## config.mk

```make
export PLATFORM = sky130hd
export DESIGN_NAME = vram_arbiter_flat
export DESIGN_NICKNAME = d
export VERILOG_FILES = /design/src/rtl/vram_pkg.sv /design/src/rtl/vram_arbiter_if.sv /design/src/rtl/vram_fifo.sv /design/src/rtl/vram_arbiter.sv /design/src/flat_wrapper.sv
export SDC_FILE = /design/constraint.sdc
export NUM_CORES = 1
export LEC_CHECK = 0
export ABC_CLOCK_PERIOD_IN_PS = 5800
export BUFFER_PORTS_ARGS = -buffer_cell sky130_fd_sc_hd__buf_2
export CAP_MARGIN = 20
export CORE_UTILIZATION = 58
export DETAILED_ROUTE_END_ITERATION = 6
export GPL_TIMING_DRIVEN = 1
export HOLD_SLACK_MARGIN = 0.05
export PLACE_DENSITY_LB_ADDON = 0.2
export SLEW_MARGIN = 20
export SYNTH_ARGS = -nofsm -noshare
export SYNTH_HDL_FRONTEND = slang
export SYNTH_HIERARCHICAL = 1
export SYNTH_SLANG_ARGS = --single-unit
export TNS_END_PERCENT = 1
```

## constraint.sdc

```tcl
create_clock -name i_clk -period 5.8 [get_ports i_clk]
set_clock_uncertainty 0.1 [all_clocks]
set_input_delay 1.16 -clock i_clk [delete_from_list [all_inputs] [get_ports i_clk]]
set_output_delay 1.16 -clock i_clk [all_outputs]
set_load 0.05 [all_outputs]
```

## src/rtl/vram_pkg.sv

```systemverilog
// Shared types for the video RAM arbiter: grant and return-tag encodings,
// plus the width helper for FIFO occupancy counters.
package vram_pkg;

  typedef enum logic [1:0] {
    GNT_IDLE = 2'd0,
    GNT_VID  = 2'd1,
    GNT_CPU  = 2'd2
  } grant_e;

  typedef enum logic [1:0] {
    TAG_NONE = 2'd0,
    TAG_VID  = 2'd1,
    TAG_CPU  = 2'd2
  } tag_e;

  // Occupancy runs 0..depth inclusive, so it needs one value more than a pointer.
  function automatic int level_width(input int depth);
    return $clog2(depth + 1);
  endfunction

endpackage

```

## src/rtl/vram_arbiter_if.sv

```systemverilog
// Bus bundle between the arbiter, its CPU/video clients and the frame-buffer RAM.
// The slave modport is the arbiter's view; master is the surrounding system.
interface vram_arbiter_if #(
  parameter int ADDR_WIDTH = 19,
  parameter int DATA_WIDTH = 9
);
  logic                  i_frame_start;
  logic                  i_vid_pop;
  logic [DATA_WIDTH-1:0] o_vid_data;
  logic                  o_vid_empty;
  logic                  o_underflow;
  logic                  i_cpu_valid;
  logic                  o_cpu_ready;
  logic                  i_cpu_we;
  logic [ADDR_WIDTH-1:0] i_cpu_addr;
  logic [DATA_WIDTH-1:0] i_cpu_wdata;
  logic                  o_cpu_rvalid;
  logic [DATA_WIDTH-1:0] o_cpu_rdata;
  logic                  o_ram_en;
  logic                  o_ram_we;
  logic [ADDR_WIDTH-1:0] o_ram_addr;
  logic [DATA_WIDTH-1:0] o_ram_wdata;
  logic [DATA_WIDTH-1:0] i_ram_rdata;

  modport slave (
    input  i_frame_start, i_vid_pop, i_cpu_valid, i_cpu_we, i_cpu_addr,
           i_cpu_wdata, i_ram_rdata,
    output o_vid_data, o_vid_empty, o_underflow, o_cpu_ready, o_cpu_rvalid,
           o_cpu_rdata, o_ram_en, o_ram_we, o_ram_addr, o_ram_wdata
  );

  modport master (
    output i_frame_start, i_vid_pop, i_cpu_valid, i_cpu_we, i_cpu_addr,
           i_cpu_wdata, i_ram_rdata,
    input  o_vid_data, o_vid_empty, o_underflow, o_cpu_ready, o_cpu_rvalid,
           o_cpu_rdata, o_ram_en, o_ram_we, o_ram_addr, o_ram_wdata
  );
endinterface

```

## src/rtl/vram_fifo.sv

```systemverilog
// Prefetch FIFO with flush and a registered head word. The head register holds
// the oldest entry; mem_q holds the entries behind it.
module vram_fifo
  import vram_pkg::*;
#(
  parameter int DEPTH = 16,
  parameter int WIDTH = 9,
  parameter int CNT_W = level_width(DEPTH)
) (
  input  logic             i_clk,
  input  logic             i_reset,
  input  logic             i_flush,
  input  logic             i_push,
  input  logic [WIDTH-1:0] i_wdata,
  input  logic             i_pop,
  output logic [WIDTH-1:0] o_rdata,
  output logic             o_empty,
  output logic [CNT_W-1:0] o_count
);
  localparam int PTR_W = $clog2(DEPTH);

  logic [WIDTH-1:0] mem_q [DEPTH];
  logic [WIDTH-1:0] head_q, head_d;
  logic [CNT_W-1:0] count_q, count_d;
  logic [PTR_W-1:0] rd_ptr_q, rd_ptr_d, wr_ptr_q, wr_ptr_d;
  logic             mem_we;
  logic             pop_ok;

  // NOTE: every signal gets a default before any branch, so no path leaves one unassigned and no latch is inferred.
  always_comb begin
    head_d   = head_q;
    count_d  = count_q;
    rd_ptr_d = rd_ptr_q;
    wr_ptr_d = wr_ptr_q;
    mem_we   = 1'b0;
    pop_ok   = 1'b0;
    if (i_flush) begin
      count_d  = '0;
      rd_ptr_d = '0;
      wr_ptr_d = '0;
    end else begin
      pop_ok = i_pop && (count_q != '0);
      // A push into an empty (or emptying) FIFO goes straight to the head.
      if (i_push && ((count_q == '0) || ((count_q == CNT_W'(1)) && pop_ok))) begin
        head_d = i_wdata;
      end else if (i_push) begin
        mem_we   = 1'b1;
        wr_ptr_d = wr_ptr_q + PTR_W'(1);
      end
      if (pop_ok && (count_q > CNT_W'(1))) begin
        head_d   = mem_q[rd_ptr_q];
        rd_ptr_d = rd_ptr_q + PTR_W'(1);
      end
      count_d = count_q + CNT_W'(i_push) - CNT_W'(pop_ok);
    end
  end

  // NOTE: state uses non-blocking assignments so all flops update together from pre-edge values.
  always_ff @(posedge i_clk) begin
    if (!i_reset) begin
      head_q   <= '0;
      count_q  <= '0;
      rd_ptr_q <= '0;
      wr_ptr_q <= '0;
    end else begin
      head_q   <= head_d;
      count_q  <= count_d;
      rd_ptr_q <= rd_ptr_d;
      wr_ptr_q <= wr_ptr_d;
    end
  end

  // NOTE: storage is not reset; count and pointers alone define which words are valid.
  always_ff @(posedge i_clk) begin
    if (mem_we) mem_q[wr_ptr_q] <= i_wdata;
  end

  assign o_rdata = head_q;
  assign o_empty = (count_q == '0);
  assign o_count = count_q;

endmodule

```

## src/rtl/vram_arbiter.sv

```systemverilog
// Shares a single-port video RAM between a sequential scan-out prefetch and
// CPU reads/writes; video wins outright only when its buffer runs low.
module vram_arbiter
  import vram_pkg::*;
#(
  parameter int ADDR_WIDTH  = 19,
  parameter int DATA_WIDTH  = 9,
  parameter int FB_BASE     = 0,
  parameter int FRAME_WORDS = 307200,
  parameter int FIFO_DEPTH  = 16,
  parameter int LOW_WATER   = 4
) (
  input logic           i_clk,
  input logic           i_reset,
  vram_arbiter_if.slave bus
);
  localparam int LVL_W = level_width(FIFO_DEPTH);
  localparam int REM_W = $clog2(FRAME_WORDS + 1);

  grant_e                grant;
  tag_e                  tag_q, tag_d;
  logic [ADDR_WIDTH-1:0] fetch_addr_q, fetch_addr_d;
  logic [REM_W-1:0]      remaining_q, remaining_d;
  logic                  underflow_q, underflow_d;
  logic [LVL_W-1:0]      fifo_count;
  logic [LVL_W-1:0]      level;
  logic                  vid_left, vid_room, fifo_empty;

  vram_fifo #(.DEPTH(FIFO_DEPTH), .WIDTH(DATA_WIDTH), .CNT_W(LVL_W)) u_fifo (
    .i_clk   (i_clk),
    .i_reset (i_reset),
    .i_flush (bus.i_frame_start),
    .i_push  ((tag_q == TAG_VID) && !bus.i_frame_start),
    .i_wdata (bus.i_ram_rdata),
    .i_pop   (bus.i_vid_pop),
    .o_rdata (bus.o_vid_data),
    .o_empty (fifo_empty),
    .o_count (fifo_count)
  );

  // The in-flight video read is counted so a push can never overflow.
  assign level    = fifo_count + LVL_W'(tag_q == TAG_VID);
  assign vid_left = (remaining_q != '0);
  assign vid_room = (level < LVL_W'(FIFO_DEPTH));

  always_comb begin
    grant        = GNT_IDLE;
    tag_d        = TAG_NONE;
    fetch_addr_d = fetch_addr_q;
    remaining_d  = remaining_q;
    underflow_d  = underflow_q;

    if (bus.i_frame_start)                                grant = GNT_IDLE;
    else if (vid_left && (level < LVL_W'(LOW_WATER)))     grant = GNT_VID;
    else if (bus.i_cpu_valid)                             grant = GNT_CPU;
    else if (vid_left && vid_room)                        grant = GNT_VID;

    if (grant == GNT_VID) begin
      tag_d        = TAG_VID;
      fetch_addr_d = fetch_addr_q + ADDR_WIDTH'(1);
      remaining_d  = remaining_q - REM_W'(1);
    end else if ((grant == GNT_CPU) && !bus.i_cpu_we) begin
      tag_d = TAG_CPU;
    end

    if (bus.i_frame_start) begin
      fetch_addr_d = ADDR_WIDTH'(FB_BASE);
      remaining_d  = REM_W'(FRAME_WORDS);
      underflow_d  = 1'b0;
    end else if (bus.i_vid_pop && fifo_empty) begin
      underflow_d = 1'b1;
    end
  end

  always_ff @(posedge i_clk) begin
    if (!i_reset) begin
      tag_q        <= TAG_NONE;
      fetch_addr_q <= ADDR_WIDTH'(FB_BASE);
      remaining_q  <= '0;
      underflow_q  <= 1'b0;
    end else begin
      tag_q        <= tag_d;
      fetch_addr_q <= fetch_addr_d;
      remaining_q  <= remaining_d;
      underflow_q  <= underflow_d;
    end
  end

  assign bus.o_cpu_ready  = (grant == GNT_CPU);
  assign bus.o_ram_en     = (grant != GNT_IDLE);
  assign bus.o_ram_we     = (grant == GNT_CPU) && bus.i_cpu_we;
  assign bus.o_ram_addr   = (grant == GNT_VID) ? fetch_addr_q :
                            (grant == GNT_CPU) ? bus.i_cpu_addr : '0;
  assign bus.o_ram_wdata  = (grant == GNT_CPU) ? bus.i_cpu_wdata : '0;
  assign bus.o_cpu_rvalid = (tag_q == TAG_CPU);
  assign bus.o_cpu_rdata  = (tag_q == TAG_CPU) ? bus.i_ram_rdata : '0;
  assign bus.o_vid_empty  = fifo_empty;
  assign bus.o_underflow  = underflow_q;

endmodule

```

## src/flat_wrapper.sv

```systemverilog
// flat-port wrapper written by rule: the top's interface ports become plain ports
module vram_arbiter_flat import vram_pkg::*;
#(
  parameter int ADDR_WIDTH  = 19,
  parameter int DATA_WIDTH  = 9,
  parameter int FB_BASE     = 0,
  parameter int FRAME_WORDS = 307200,
  parameter int FIFO_DEPTH  = 16,
  parameter int LOW_WATER   = 4
)
  (i_clk, i_reset, bus_i_frame_start, bus_i_vid_pop, bus_i_cpu_valid, bus_i_cpu_we, bus_i_cpu_addr, bus_i_cpu_wdata, bus_i_ram_rdata, bus_o_vid_data, bus_o_vid_empty, bus_o_underflow, bus_o_cpu_ready, bus_o_cpu_rvalid, bus_o_cpu_rdata, bus_o_ram_en, bus_o_ram_we, bus_o_ram_addr, bus_o_ram_wdata);
  vram_arbiter_if #(.ADDR_WIDTH(ADDR_WIDTH), .DATA_WIDTH(DATA_WIDTH)) bus_i ();
  input logic i_clk;
  input logic i_reset;
  input wire logic [$bits(bus_i.i_frame_start)-1:0] bus_i_frame_start;
  input wire logic [$bits(bus_i.i_vid_pop)-1:0] bus_i_vid_pop;
  input wire logic [$bits(bus_i.i_cpu_valid)-1:0] bus_i_cpu_valid;
  input wire logic [$bits(bus_i.i_cpu_we)-1:0] bus_i_cpu_we;
  input wire logic [$bits(bus_i.i_cpu_addr)-1:0] bus_i_cpu_addr;
  input wire logic [$bits(bus_i.i_cpu_wdata)-1:0] bus_i_cpu_wdata;
  input wire logic [$bits(bus_i.i_ram_rdata)-1:0] bus_i_ram_rdata;
  output wire logic [$bits(bus_i.o_vid_data)-1:0] bus_o_vid_data;
  output wire logic [$bits(bus_i.o_vid_empty)-1:0] bus_o_vid_empty;
  output wire logic [$bits(bus_i.o_underflow)-1:0] bus_o_underflow;
  output wire logic [$bits(bus_i.o_cpu_ready)-1:0] bus_o_cpu_ready;
  output wire logic [$bits(bus_i.o_cpu_rvalid)-1:0] bus_o_cpu_rvalid;
  output wire logic [$bits(bus_i.o_cpu_rdata)-1:0] bus_o_cpu_rdata;
  output wire logic [$bits(bus_i.o_ram_en)-1:0] bus_o_ram_en;
  output wire logic [$bits(bus_i.o_ram_we)-1:0] bus_o_ram_we;
  output wire logic [$bits(bus_i.o_ram_addr)-1:0] bus_o_ram_addr;
  output wire logic [$bits(bus_i.o_ram_wdata)-1:0] bus_o_ram_wdata;
  assign bus_i.i_frame_start = bus_i_frame_start;
  assign bus_i.i_vid_pop = bus_i_vid_pop;
  assign bus_i.i_cpu_valid = bus_i_cpu_valid;
  assign bus_i.i_cpu_we = bus_i_cpu_we;
  assign bus_i.i_cpu_addr = bus_i_cpu_addr;
  assign bus_i.i_cpu_wdata = bus_i_cpu_wdata;
  assign bus_i.i_ram_rdata = bus_i_ram_rdata;
  assign bus_o_vid_data = bus_i.o_vid_data;
  assign bus_o_vid_empty = bus_i.o_vid_empty;
  assign bus_o_underflow = bus_i.o_underflow;
  assign bus_o_cpu_ready = bus_i.o_cpu_ready;
  assign bus_o_cpu_rvalid = bus_i.o_cpu_rvalid;
  assign bus_o_cpu_rdata = bus_i.o_cpu_rdata;
  assign bus_o_ram_en = bus_i.o_ram_en;
  assign bus_o_ram_we = bus_i.o_ram_we;
  assign bus_o_ram_addr = bus_i.o_ram_addr;
  assign bus_o_ram_wdata = bus_i.o_ram_wdata;
  vram_arbiter #(.ADDR_WIDTH(ADDR_WIDTH), .DATA_WIDTH(DATA_WIDTH), .FB_BASE(FB_BASE), .FRAME_WORDS(FRAME_WORDS), .FIFO_DEPTH(FIFO_DEPTH), .LOW_WATER(LOW_WATER)) u_core (.i_clk(i_clk), .i_reset(i_reset), .bus(bus_i));
endmodule
```

==> metrics.md <==
| Metric | Value |
|---|---|
| Die height | `130 um` |
| Die area | `16800 um2` |
| Critical path arrival | `3600 ps` |
| CP max stage delay | `760 ps` |
| # rows | `46` |
| CP startpoint kind | `register` |
| Count of cells resized by post-cts repair | `0` |
| Post-CTS Setup Bufs | `0` |
| # diodes | `0` |
| Num Clock Sinks | `211` |
| FFs w/ async S/R, synth | `0%` |
| Setup_tns | `0 ps` |
| FF+latch count, synth | `211` |
| Port Buffers | `94` |
| Final Max Slew Viols | `0` |
| First-pass DRT Iterations | `5` |
| CP max-delay cell | `o211a_1` |
| CTS H-tree depth | `1` |
| Worst-path fanout max | `31` |
| Max Fclk | `206 MHz` |
| DRC viols | `0` |
| Nets | `833` |
| Hold WC Path Type | `register to register` |
| Pwr per Cell Area | `387 nW/um2` |
| Routed WL | `20.9 mm` |
| Least-Margin Pin Slew | `1110 ps` |
| Relative slew slack | `25.9%` |
| Final setup vio count | `0` |
| Non-Filler Instances | `1004` |
| I/O Pins | `95` |
| Num CTS Buffers | `22` |
| Commonest non-fill, non-tap cell in the layout | `edfxtp_1` |
| Reg clk slew, reported paths | `60 ps` |
| Initial Util | `59.5%` |
| Post-route antenna net violation count | `0` |
| Synth Cell Area | `9450 um2` |
| Critical path type | `register to output pin` |
| Area delta synth->final | `12.7%` |
| Iter 0 DRT Violations | `405` |
| Maximum vdd drop | `0.241 mV` |
| GRT Util Overall | `25.5%` |
| Antenna violations before repair | `0` |
| Post-DP HPWL | `13.2 mm` |
| DP Cell Count | `964` |
| Pleak | `3.70 nW` |
| CP Cell Sequence | `nor4_2 > and2_1 > and2_1 > o211a_1 > a22o_1 > buf_2` |
| CTS tree | `done` |
| Largest net degree at the start of global routing | `54` |
| Layout cells sized above 1 | `23.1%` |
| Endpoints failing hold | `0` |
| Mapped Cells | `689` |
| Clock latency on the worst-skew pair | `490 ps` |
| Mapped Nets | `750` |
| Clock Path Buffers | `3` |
| WL per Instance | `20.8 um` |
| RD Place Congestion | `0.866` |
| Mapped Avg Cell Area | `13.7 um2` |
| Yosys Warn Count | `6` |
| Primary FF master, synth | `edfxtp_1` |
| Post-synth EDFFs | `144` |
| Unrepaired setup endpoints after global routing | `no` |
| Max cap viols | `0` |
| Via count | `6285` |
| Top cell family by delay on the critical path | `simple AND/OR/NAND/NOR gates` |
| Vias in the first global route | `6111` |
| Commonest cells after routing, fill and taps aside | `edfxtp_1, buf_2, dfxtp_1` |
| Crit share post-route | `83.7%` |
| First-pass GRT wire length | `32.5 mm` |
| CP dominant cell by count | `and2_1` |
| CP Capture Type | `output pin` |
| Total congestion overflow | `0` |
| Sequential fraction of the synthesis area | `59.9%` |
| Run status | `completed` |
| Core ar. | `15900 um2` |
| Minimum clock period | `4860 ps` |
| Hold buffers post-CTS | `0` |
| Clock root cell | `clkbuf_16` |
| Distinct cells, synth | `59` |
| Min Hold Slack | `365 ps` |
| Required time of the critical path | `4540 ps` |
| Worst path bufs/invs | `1` |
| Vias/cell | `6.26` |
| Die width | `130 um` |
-- routing by layer --
metal  GRT usage [%]  routed length [um]  up-vias
li1                -                   -     2856
met1            32.1                8450     3105
met2            45.5               10700      278
met3            3.39                1230       46
met4            8.69                 527        0
met5               0                   0        -
-- sequential cells by signal (all words and copies together) (netlist names), named ones only --
signal                  flops
u_core/u_fifo/rd_ptr_q      4
u_core/bus.o_underflow      1
u_core/fetch_addr_q        19
u_core/u_fifo/o_count       5
u_core/u_fifo/o_rdata       9
u_core/tag_q                2
u_core/remaining_q         19
u_core/u_fifo/mem_q       144
u_core/u_fifo/wr_ptr_q      4
-- stage by stage --
stage               area, um2  utilization (%)  power (mW)  setup WS [ps]
floorplan                9450                -        2.63           1780
global placement         9970             62.8        2.81           1420
detailed placement       9970             62.8        2.85           1320
CTS                     10600             67.0        4.14            973
global route            10700             67.1        4.31            630
finish                  10700             67.1        4.13            944
-- worst min-delay path, cell delays in order, from the launching register on --
cell	delay, ps
dfxtp_1	320
a21oi_1	40
nor2_1	70
-- cell families after synthesis --
family          after synthesis  synth area share (%)
buf+inv                      57                  3.40
simple gates                210                  12.3
flops                       211                  59.9
compound gates              121                  8.86
xor+xnor                     10                 0.927
mux                          62                  12.1
fa+ha+maj                    18                  2.46
-- layout make-up --
type,instances,area (um2)
clock buffer,29,608
timing repair buffer,98,500
tap,216,270
clock inverter,11,62.6
fill,1168,5230
multi-input combinational,421,3480
inverter,18,67.6
sequential,211,5670
-- synth_stat cells (10+ instances only) --
cell type  number  share of area, %
a21oi_1        40               2.1
a22o_1         19               1.8
and2_1         23               1.5
buf_2          10              0.53
clkbuf_1       15              0.60
dfxtp_1        67                14
edfxtp_1      144                46
ha_1           17               2.3
inv_1          17              0.68
mux2i_1        17               1.8
mux4_1         17               4.7
mux4_2         19               4.5
nand2_1        31               1.2
nand3_1        15              0.79
nor2_1         51               2.0
o21ai_0        13              0.69
o31ai_1        22               1.7
or4_1          25               2.0
-- path summary, 6_finish.rpt --
kind	cells after the start	slack, ps	from	endpoint
max reg2reg	13	2580	u_core/u_fifo/o_count[3]	u_core/u_fifo/o_count[4]
min	2	360	u_core/bus.o_underflow	u_core/bus.o_underflow
max	6	940	u_core/remaining_q[3]	bus_o_ram_addr[6]
min reg2reg	2	360	u_core/bus.o_underflow	u_core/bus.o_underflow
-- power by group --
part | internal (mW) | switching (mW) | leakage [nW] | total, mW
clock network | 0.741 | 0.556 | 0.326 | 1.30
registers | 1.68 | 0.0721 | 1.84 | 1.75
logic | 0.351 | 0.731 | 1.54 | 1.08
total | 2.77 | 1.36 | 3.70 | 4.13
No activity file was read; power rests on OpenSTA's default activity.
